==> src/rtl/vid_test_source.sv <==
// Avalon-ST video test-pattern source: 24-bit RGB colour bars or a moving box.
// Each frame is an optional control packet followed by a video packet.
// Build option: define VID_CTRL_PKT_EN to emit the 4-beat control packet
// ahead of every video packet; left undefined, frames carry video only.
module vid_test_source #(
  parameter int IMAGE_W   = 640,
  parameter int IMAGE_H   = 480,
  parameter int BAR_W     = 80,
  parameter int BOX_SIZE  = 32,
  parameter int BOX_Y     = 100,
  parameter int BOX_STEP  = 4,
  parameter int FRAME_GAP = 16
) (
  input  logic        clk,
  input  logic        reset_n,
  input  logic        enable,
  input  logic        pattern_sel,
  input  logic [23:0] box_col,
  output logic [23:0] source_data,
  output logic        source_valid,
  input  logic        source_ready,
  output logic        source_sop,
  output logic        source_eop,
  output logic        busy,
  output logic [15:0] frame_count
);

  typedef enum logic [2:0] {IDLE, CTRL_HDR, CTRL_DATA, VID_HDR, VID_PIX, GAP} state_t;

  localparam logic [10:0] XMAX    = 11'(IMAGE_W - 1);
  localparam logic [10:0] YMAX    = 11'(IMAGE_H - 1);
  localparam logic [10:0] BARM    = 11'(BAR_W - 1);
  localparam logic [11:0] BOX_LIM = 12'(IMAGE_W - BOX_SIZE);
  localparam logic [11:0] STEP12  = 12'(BOX_STEP);
  localparam logic [11:0] SIZE12  = 12'(BOX_SIZE);
  localparam logic [11:0] BOXY12  = 12'(BOX_Y);
  localparam logic [15:0] GAPM    = 16'(FRAME_GAP - 1);

`ifdef VID_CTRL_PKT_EN
  localparam logic [15:0] W16 = 16'(IMAGE_W);
  localparam logic [15:0] H16 = 16'(IMAGE_H);

  // Control packet payload: one nibble of width/height per colour symbol.
  function automatic logic [23:0] ctrl_beat(input logic [1:0] n);
    case (n)
      2'd0:    ctrl_beat = {4'h0, W16[7:4],  4'h0, W16[11:8],  4'h0, W16[15:12]};
      2'd1:    ctrl_beat = {4'h0, H16[11:8], 4'h0, H16[15:12], 4'h0, W16[3:0]};
      default: ctrl_beat = {4'h0, 4'h3,      4'h0, H16[3:0],   4'h0, H16[7:4]};
    endcase
  endfunction
`endif

  function automatic logic [23:0] bar_col(input logic [2:0] b);
    case (b)
      3'd0:    bar_col = 24'hFFFFFF;
      3'd1:    bar_col = 24'hFFFF00;
      3'd2:    bar_col = 24'h00FFFF;
      3'd3:    bar_col = 24'h00FF00;
      3'd4:    bar_col = 24'hFF00FF;
      3'd5:    bar_col = 24'hFF0000;
      3'd6:    bar_col = 24'h0000FF;
      default: bar_col = 24'h000000;
    endcase
  endfunction

  state_t      state, nxt_state;
  logic [10:0] x, y, bar_cnt, box_x;
  logic [10:0] nxt_x, nxt_y, nxt_bar_cnt, nxt_box_x;
  logic [2:0]  bar_idx, nxt_bar_idx;
  logic [1:0]  cbeat, nxt_cbeat;
  logic [15:0] gap_cnt, nxt_gap_cnt, nxt_frame_count;
  logic        pat, nxt_pat;
  logic [23:0] nxt_data;
  logic        nxt_valid, nxt_sop, nxt_eop, nxt_busy;
  logic        xfer;

  // Raster position of the following pixel, used when the current one transfers.
  logic [10:0] px, py, pbar_cnt;
  logic [2:0]  pbar_idx;
  logic [11:0] bx_step;

  // Pixel colour for a given position; box_col is taken live.
  function automatic logic [23:0] pixel(input logic p, input logic [2:0] b,
                                        input logic [10:0] cx, input logic [10:0] cy,
                                        input logic [10:0] bx, input logic [23:0] col);
    logic in_x, in_y;
    in_x = ({1'b0, cx} >= {1'b0, bx}) && ({1'b0, cx} < {1'b0, bx} + SIZE12);
    in_y = ({1'b0, cy} >= BOXY12) && ({1'b0, cy} < BOXY12 + SIZE12);
    if (!p)             pixel = bar_col(b);
    else if (in_x && in_y) pixel = col;
    else                pixel = 24'h000000;
  endfunction

  // State and registered outputs; reset aborts any frame in progress.
  always_ff @(posedge clk) begin
    if (!reset_n) begin
      state        <= IDLE;
      x            <= '0;
      y            <= '0;
      bar_cnt      <= '0;
      bar_idx      <= '0;
      cbeat        <= '0;
      gap_cnt      <= '0;
      box_x        <= '0;
      pat          <= 1'b0;
      frame_count  <= '0;
      source_data  <= '0;
      source_valid <= 1'b0;
      source_sop   <= 1'b0;
      source_eop   <= 1'b0;
      busy         <= 1'b0;
    end else begin
      state        <= nxt_state;
      x            <= nxt_x;
      y            <= nxt_y;
      bar_cnt      <= nxt_bar_cnt;
      bar_idx      <= nxt_bar_idx;
      cbeat        <= nxt_cbeat;
      gap_cnt      <= nxt_gap_cnt;
      box_x        <= nxt_box_x;
      pat          <= nxt_pat;
      frame_count  <= nxt_frame_count;
      source_data  <= nxt_data;
      source_valid <= nxt_valid;
      source_sop   <= nxt_sop;
      source_eop   <= nxt_eop;
      busy         <= nxt_busy;
    end
  end

  // Next state and next beat; outputs only move when idle or on a transfer.
  always_comb begin
    xfer            = source_valid & source_ready;
    nxt_state       = state;
    nxt_x           = x;
    nxt_y           = y;
    nxt_bar_cnt     = bar_cnt;
    nxt_bar_idx     = bar_idx;
    nxt_cbeat       = cbeat;
    nxt_gap_cnt     = gap_cnt;
    nxt_box_x       = box_x;
    nxt_pat         = pat;
    nxt_frame_count = frame_count;
    nxt_data        = source_data;
    nxt_valid       = source_valid;
    nxt_sop         = source_sop;
    nxt_eop         = source_eop;

    pbar_cnt = bar_cnt + 11'd1;
    pbar_idx = bar_idx;
    if (x == XMAX) begin
      px       = '0;
      py       = y + 11'd1;
      pbar_cnt = '0;
      pbar_idx = '0;
    end else begin
      px = x + 11'd1;
      py = y;
      if (bar_cnt == BARM) begin
        pbar_cnt = '0;
        pbar_idx = (bar_idx == 3'd7) ? 3'd7 : bar_idx + 3'd1;
      end
    end
    bx_step = {1'b0, box_x} + STEP12;

    case (state)
      IDLE: if (enable) begin
        nxt_pat   = pattern_sel;
        nxt_valid = 1'b1;
        nxt_sop   = 1'b1;
        nxt_eop   = 1'b0;
`ifdef VID_CTRL_PKT_EN
        nxt_state = CTRL_HDR;
        nxt_data  = 24'h00000F;
`else
        nxt_state = VID_HDR;
        nxt_data  = 24'h000000;
`endif
      end
`ifdef VID_CTRL_PKT_EN
      CTRL_HDR: if (xfer) begin
        nxt_state = CTRL_DATA;
        nxt_cbeat = 2'd0;
        nxt_data  = ctrl_beat(2'd0);
        nxt_sop   = 1'b0;
      end
      CTRL_DATA: if (xfer) begin
        if (cbeat == 2'd2) begin
          nxt_state = VID_HDR;
          nxt_data  = 24'h000000;
          nxt_sop   = 1'b1;
          nxt_eop   = 1'b0;
        end else begin
          nxt_cbeat = cbeat + 2'd1;
          nxt_data  = ctrl_beat(cbeat + 2'd1);
          nxt_eop   = (cbeat == 2'd1);
        end
      end
`endif
      VID_HDR: if (xfer) begin
        nxt_state   = VID_PIX;
        nxt_x       = '0;
        nxt_y       = '0;
        nxt_bar_cnt = '0;
        nxt_bar_idx = '0;
        nxt_data    = pixel(pat, 3'd0, 11'd0, 11'd0, box_x, box_col);
        nxt_sop     = 1'b0;
        nxt_eop     = (XMAX == 11'd0) && (YMAX == 11'd0);
      end
      VID_PIX: if (xfer) begin
        if (x == XMAX && y == YMAX) begin
          nxt_state       = GAP;
          nxt_gap_cnt     = '0;
          nxt_valid       = 1'b0;
          nxt_eop         = 1'b0;
          nxt_data        = '0;
          nxt_frame_count = frame_count + 16'd1;
          nxt_box_x       = (bx_step > BOX_LIM) ? 11'd0 : bx_step[10:0];
        end else begin
          nxt_x       = px;
          nxt_y       = py;
          nxt_bar_cnt = pbar_cnt;
          nxt_bar_idx = pbar_idx;
          nxt_data    = pixel(pat, pbar_idx, px, py, box_x, box_col);
          nxt_eop     = (px == XMAX) && (py == YMAX);
        end
      end
      GAP: begin
        if (gap_cnt == GAPM) nxt_state = IDLE;
        else                 nxt_gap_cnt = gap_cnt + 16'd1;
      end
      default: nxt_state = IDLE;
    endcase

    nxt_busy = (nxt_state != IDLE);
  end

endmodule
==> config.mk <==
export PLATFORM = sky130hd
export DESIGN_NAME = vid_test_source
export DESIGN_NICKNAME = d
export VERILOG_FILES = /design/src/rtl/vid_test_source.sv
export SDC_FILE = /design/constraint.sdc
export NUM_CORES = 1
export LEC_CHECK = 0
export ABC_AREA = 1
export CORE_ASPECT_RATIO = 0.9
export CORE_MARGIN = 4
export CORE_UTILIZATION = 38
export CTS_CLUSTER_DIAMETER = 120
export DETAILED_ROUTE_END_ITERATION = 10
export SYNTH_ARGS = -nofsm -noshare
export SYNTH_HDL_FRONTEND = slang
export SYNTH_SLANG_ARGS = --single-unit
==> constraint.sdc <==
create_clock -name clk -period 3.6 [get_ports clk]
set_input_delay 0.72 -clock clk [delete_from_list [all_inputs] [get_ports clk]]
set_output_delay 0.72 -clock clk [all_outputs]
set_load 0.1 [all_outputs]
==> out/qor.csv, run 1 <==
stage,metric,value,unit
final_layout,antenna_cells,0,
timing,slew_headroom,31.6,%
timing,hold_violations,0,
yosys,syn_inst,933,
final_layout,area_delta_synth_final,19.4,%
timing,worst_pin_slew,1.02,ns
cts,cts_buffer_depth,2,
route,vias,6027,
place,post-dp-hpwl,11.8,mm
cts,clk_transition_reported_paths,0.08,ns
floorplanning,die_area,19300,sq um
place,place_inst,1194,
cts,insertion_delay,0.36,ns
worst_setup_path,worstPathArrival,3.48,ns
worst_setup_path,rr_startpoint,x[2],
route,drtPass1Iterations,7,
place,port_buffers,72,
route,post_drt_via_cell_ratio,4.97,
global_routing,overflow,0,
worst_hold_path,worstHoldPathType,register to register,
power,p_sw,0.584,mW
floorplanning,die_x,146,um
timing,rsz0062_at_grt,false,
cts,numCtsBuffers,9,
power,power_frac_comb,5.8,%
power,intPower,1.90,mW
worst_setup_path,startpoint_type,register,
worst_setup_path,worstPathMaxFanout,12,
yosys,syn-num-nets,987,
global_routing,antenna_found_initial,0,
timing,period_share,88.3,%
floorplanning,die_h,132,um
final_layout,stdcell_count,1212,
cts,cts_root_buffer,clkbuf_16,
floorplanning,rows,45,
timing,fin_crit,3.18,ns
place,finalWeightedCongestion,0.855,
timing,report.final.slew_viol_count,0,
final_layout,drive_gt1_share,10.9,%
global_routing,grt_pass1_vias,5666,
worst_setup_path,crit_path_start,x[2],
final_layout,nNetsFinal,1050,
power,ir_drop,230,uV
final_layout,final_core_util,46.1,%
power,power_leakage,2.81,nW
route,wl_per_cell,13.6,um
yosys,syn_area_per_cell,6.97,sq um
worst_hold_path,worstHoldStart,source_data[14],
cts,clock_sinks,109,
timing,tns,0,ns
yosys,ys_seq_elements,109,
global_routing,grt_pass1_wl,28.0,mm
yosys,synth-main-ff-cell,dfxtp_1,
yosys,postSynth.asyncResetShare,0,%
floorplanning,initial_utilization,38.7,%
place,placed_area,7400,sq um
route,drcViolationCount,0,
worst_setup_path,cp-end-kind,register,
yosys,synth_cell_types,42,
yosys,yosysWarnings,0,
timing,clock.fmax,315,MHz
worst_setup_path,cp.required,3.90,ns
timing,setup_violations,0,
timing,fin_skew,0.00804,ns
global_routing,grt_usage,17.1,%
power,pwr_density_cell,319,nW/um^2
final_layout,final_area,7770,sq um
yosys,synth_seq_area_share,33.5,%
route,ant_nets,0,
route,routed_wirelength,16.5,mm
route,drt_iter0_drc,348,
power,clkPwrFrac,45.3,%
power,switching_share,23.5,%
yosys,syn_area,6510,sq um
worst_setup_path,path_class,register to register,
floorplanning,pin_count,73,
job,drv_cap,0,
global_routing,grt_max_degree,40,
yosys,synth_edf_count,0,
outcome,status,"finished, final reports clean",
cts,cts_tree,yes,
cts,htree_levels,3,
floorplanning,core-area,16800,sq um
power,seq_power_share,48.9,%
synthesized netlist by cell type, drive strengths merged (3+ instances only):
| cell | n | area share, % |
|---|---|---|
| xor2 | 25 | 3.4 |
| dfxtp | 109 | 34 |
| clkinv | 3 | 0.17 |
| nor3b | 3 | 0.35 |
| a211oi | 7 | 0.81 |
| nand2 | 272 | 16 |
| nor4 | 7 | 0.77 |
| nand3 | 76 | 8.0 |
| a31oi | 4 | 0.38 |
| o21bai | 7 | 0.81 |
| o21ai | 21 | 1.6 |
| buf | 16 | 1.7 |
| a21oi | 98 | 8.7 |
| nor2 | 79 | 5.5 |
| clkbuf | 15 | 0.87 |
| nor3 | 36 | 3.3 |
| ha | 25 | 4.8 |
| xnor2 | 5 | 0.67 |
| nand4 | 18 | 1.7 |
| inv | 98 | 5.7 |
area by class of cell:
cell class              instances  area, sq um
well taps                     211          264
repair buffers                 82          816
clock inverters                 6         95.1
inverters                     101          379
fillers                      1691         9070
multi-input cells             693         3790
flip-flops and latches        109         2180
clock buffers                  10          239
metal layers:
layer  vias to the layer above  GRT usage (%)  wire [um]
met3                        15           4.37        899
met5                         -              0          0
li1                       3179              -          -
met2                       112           26.6       7200
met1                      2721           23.8       8230
met4                         0           4.48        194
through the flow:
step | hold WS [ns] | total power [mW] | setup slack [ns]
6_report | 0.473 | 2.48 | 0.422
5_1_grt | 0.497 | 2.57 | 0.0674
3_3_place_gp | 0.454 | 1.39 | 0.345
2_1_floorplan | 0.446 | 1.32 | 0.848
3_5_place_dp | 0.459 | 1.39 | 0.316
4_1_cts | 0.473 | 2.52 | 0.297
what timing repair did:
item                                    4_1_cts  5_1_grt
hold buffers                                  0        0
endpoints found under the setup margin        0       23
buffers inserted                              0        1
resized for setup                             0        0
power groups by stage:
stage | clock network, mW | registers, mW | logic (mW)
2_1_floorplan | 0 | 1.26 | 0.0598
3_3_place_gp | 0 | 1.24 | 0.144
3_5_place_dp | 0 | 1.24 | 0.144
4_1_cts | 1.16 | 1.21 | 0.145
5_1_grt | 1.20 | 1.21 | 0.157
6_report | 1.12 | 1.21 | 0.144
worst max-delay path, cell delays in order (launching register included):
cell and delay [ns]:
dfxtp_1 0.46, nand4_1 0.20, nor2_1 0.18, inv_1 0.08, nor3_1 0.30, nand3_1 0.12, nand3_1 0.13, inv_1 0.10
ha_1 0.32, a21oi_1 0.15, o21ai_1 0.08, inv_1 0.05, nand2_1 0.05, nor2_2 0.14, nand3_4 0.14, nor2_4 0.15
buf_12 0.16, nand3_2 0.07, nand2_1 0.06, nand2_1 0.06, a21oi_2 0.12
cell usage in the layout, fill, tap and decap left out, types with 5 or more instances in the layout:
| cell | count |
|---|---|
| nand2_1 | 263 |
| dfxtp_1 | 109 |
| inv_1 | 90 |
| a21oi_1 | 77 |
| clkdlybuf4s50_1 | 70 |
| nor2_1 | 68 |
| nand3_1 | 52 |
| nor3_1 | 33 |
| xor2_1 | 25 |
| ha_1 | 25 |
| nand3_2 | 21 |
| a21oi_2 | 21 |
| nand4_1 | 18 |
| o21ai_0 | 16 |
| buf_4 | 10 |
| clkbuf_16 | 9 |
| nand2_2 | 8 |
| inv_2 | 8 |
| o21bai_1 | 7 |
| a211oi_1 | 7 |
| nor2_4 | 6 |
| nor4_1 | 6 |
| nor2_2 | 5 |
| xnor2_1 | 5 |
cells by family (layout without fill, tap and decap cells):
group	after synthesis	count (layout)	synth area share, %
AOI/OAI and AO/OA	145	145	13.3
xor gates and xnor gates	30	30	4.04
adders and majority gates	25	25	4.81
buffers and inverters	132	199	8.44
DFF	109	109	33.5
and+or+nand+nor	492	493	35.9
sequential cells by signal (all words and copies together), names as in the netlist:
register and flops:
y 11, gap_cnt 16, source_eop 1, source_data 24, source_sop 1, frame_count 16
pat 1, busy 1, source_valid 1, state 3, bar_idx 3, bar_cnt 11
x 11, box_x 9
worst paths after layout:
path                     endpoint  slack (ns)  cells after the start
setup reg to reg   source_data[2]        0.42                     20
hold / removal    source_data[14]        0.47                      2
setup / recovery   source_data[2]        0.42                     20
hold reg to reg   source_data[14]        0.47                      2
(Power assumes the default switching activity.)
==> run 2, diff against run 1 <==
- CTS_CLUSTER_DIAMETER: 120 -> 50
- SLEW_MARGIN: unset -> 0
==> results of run 2 <==
No change in the layout: final DEF, timing and power equal those of run 1.
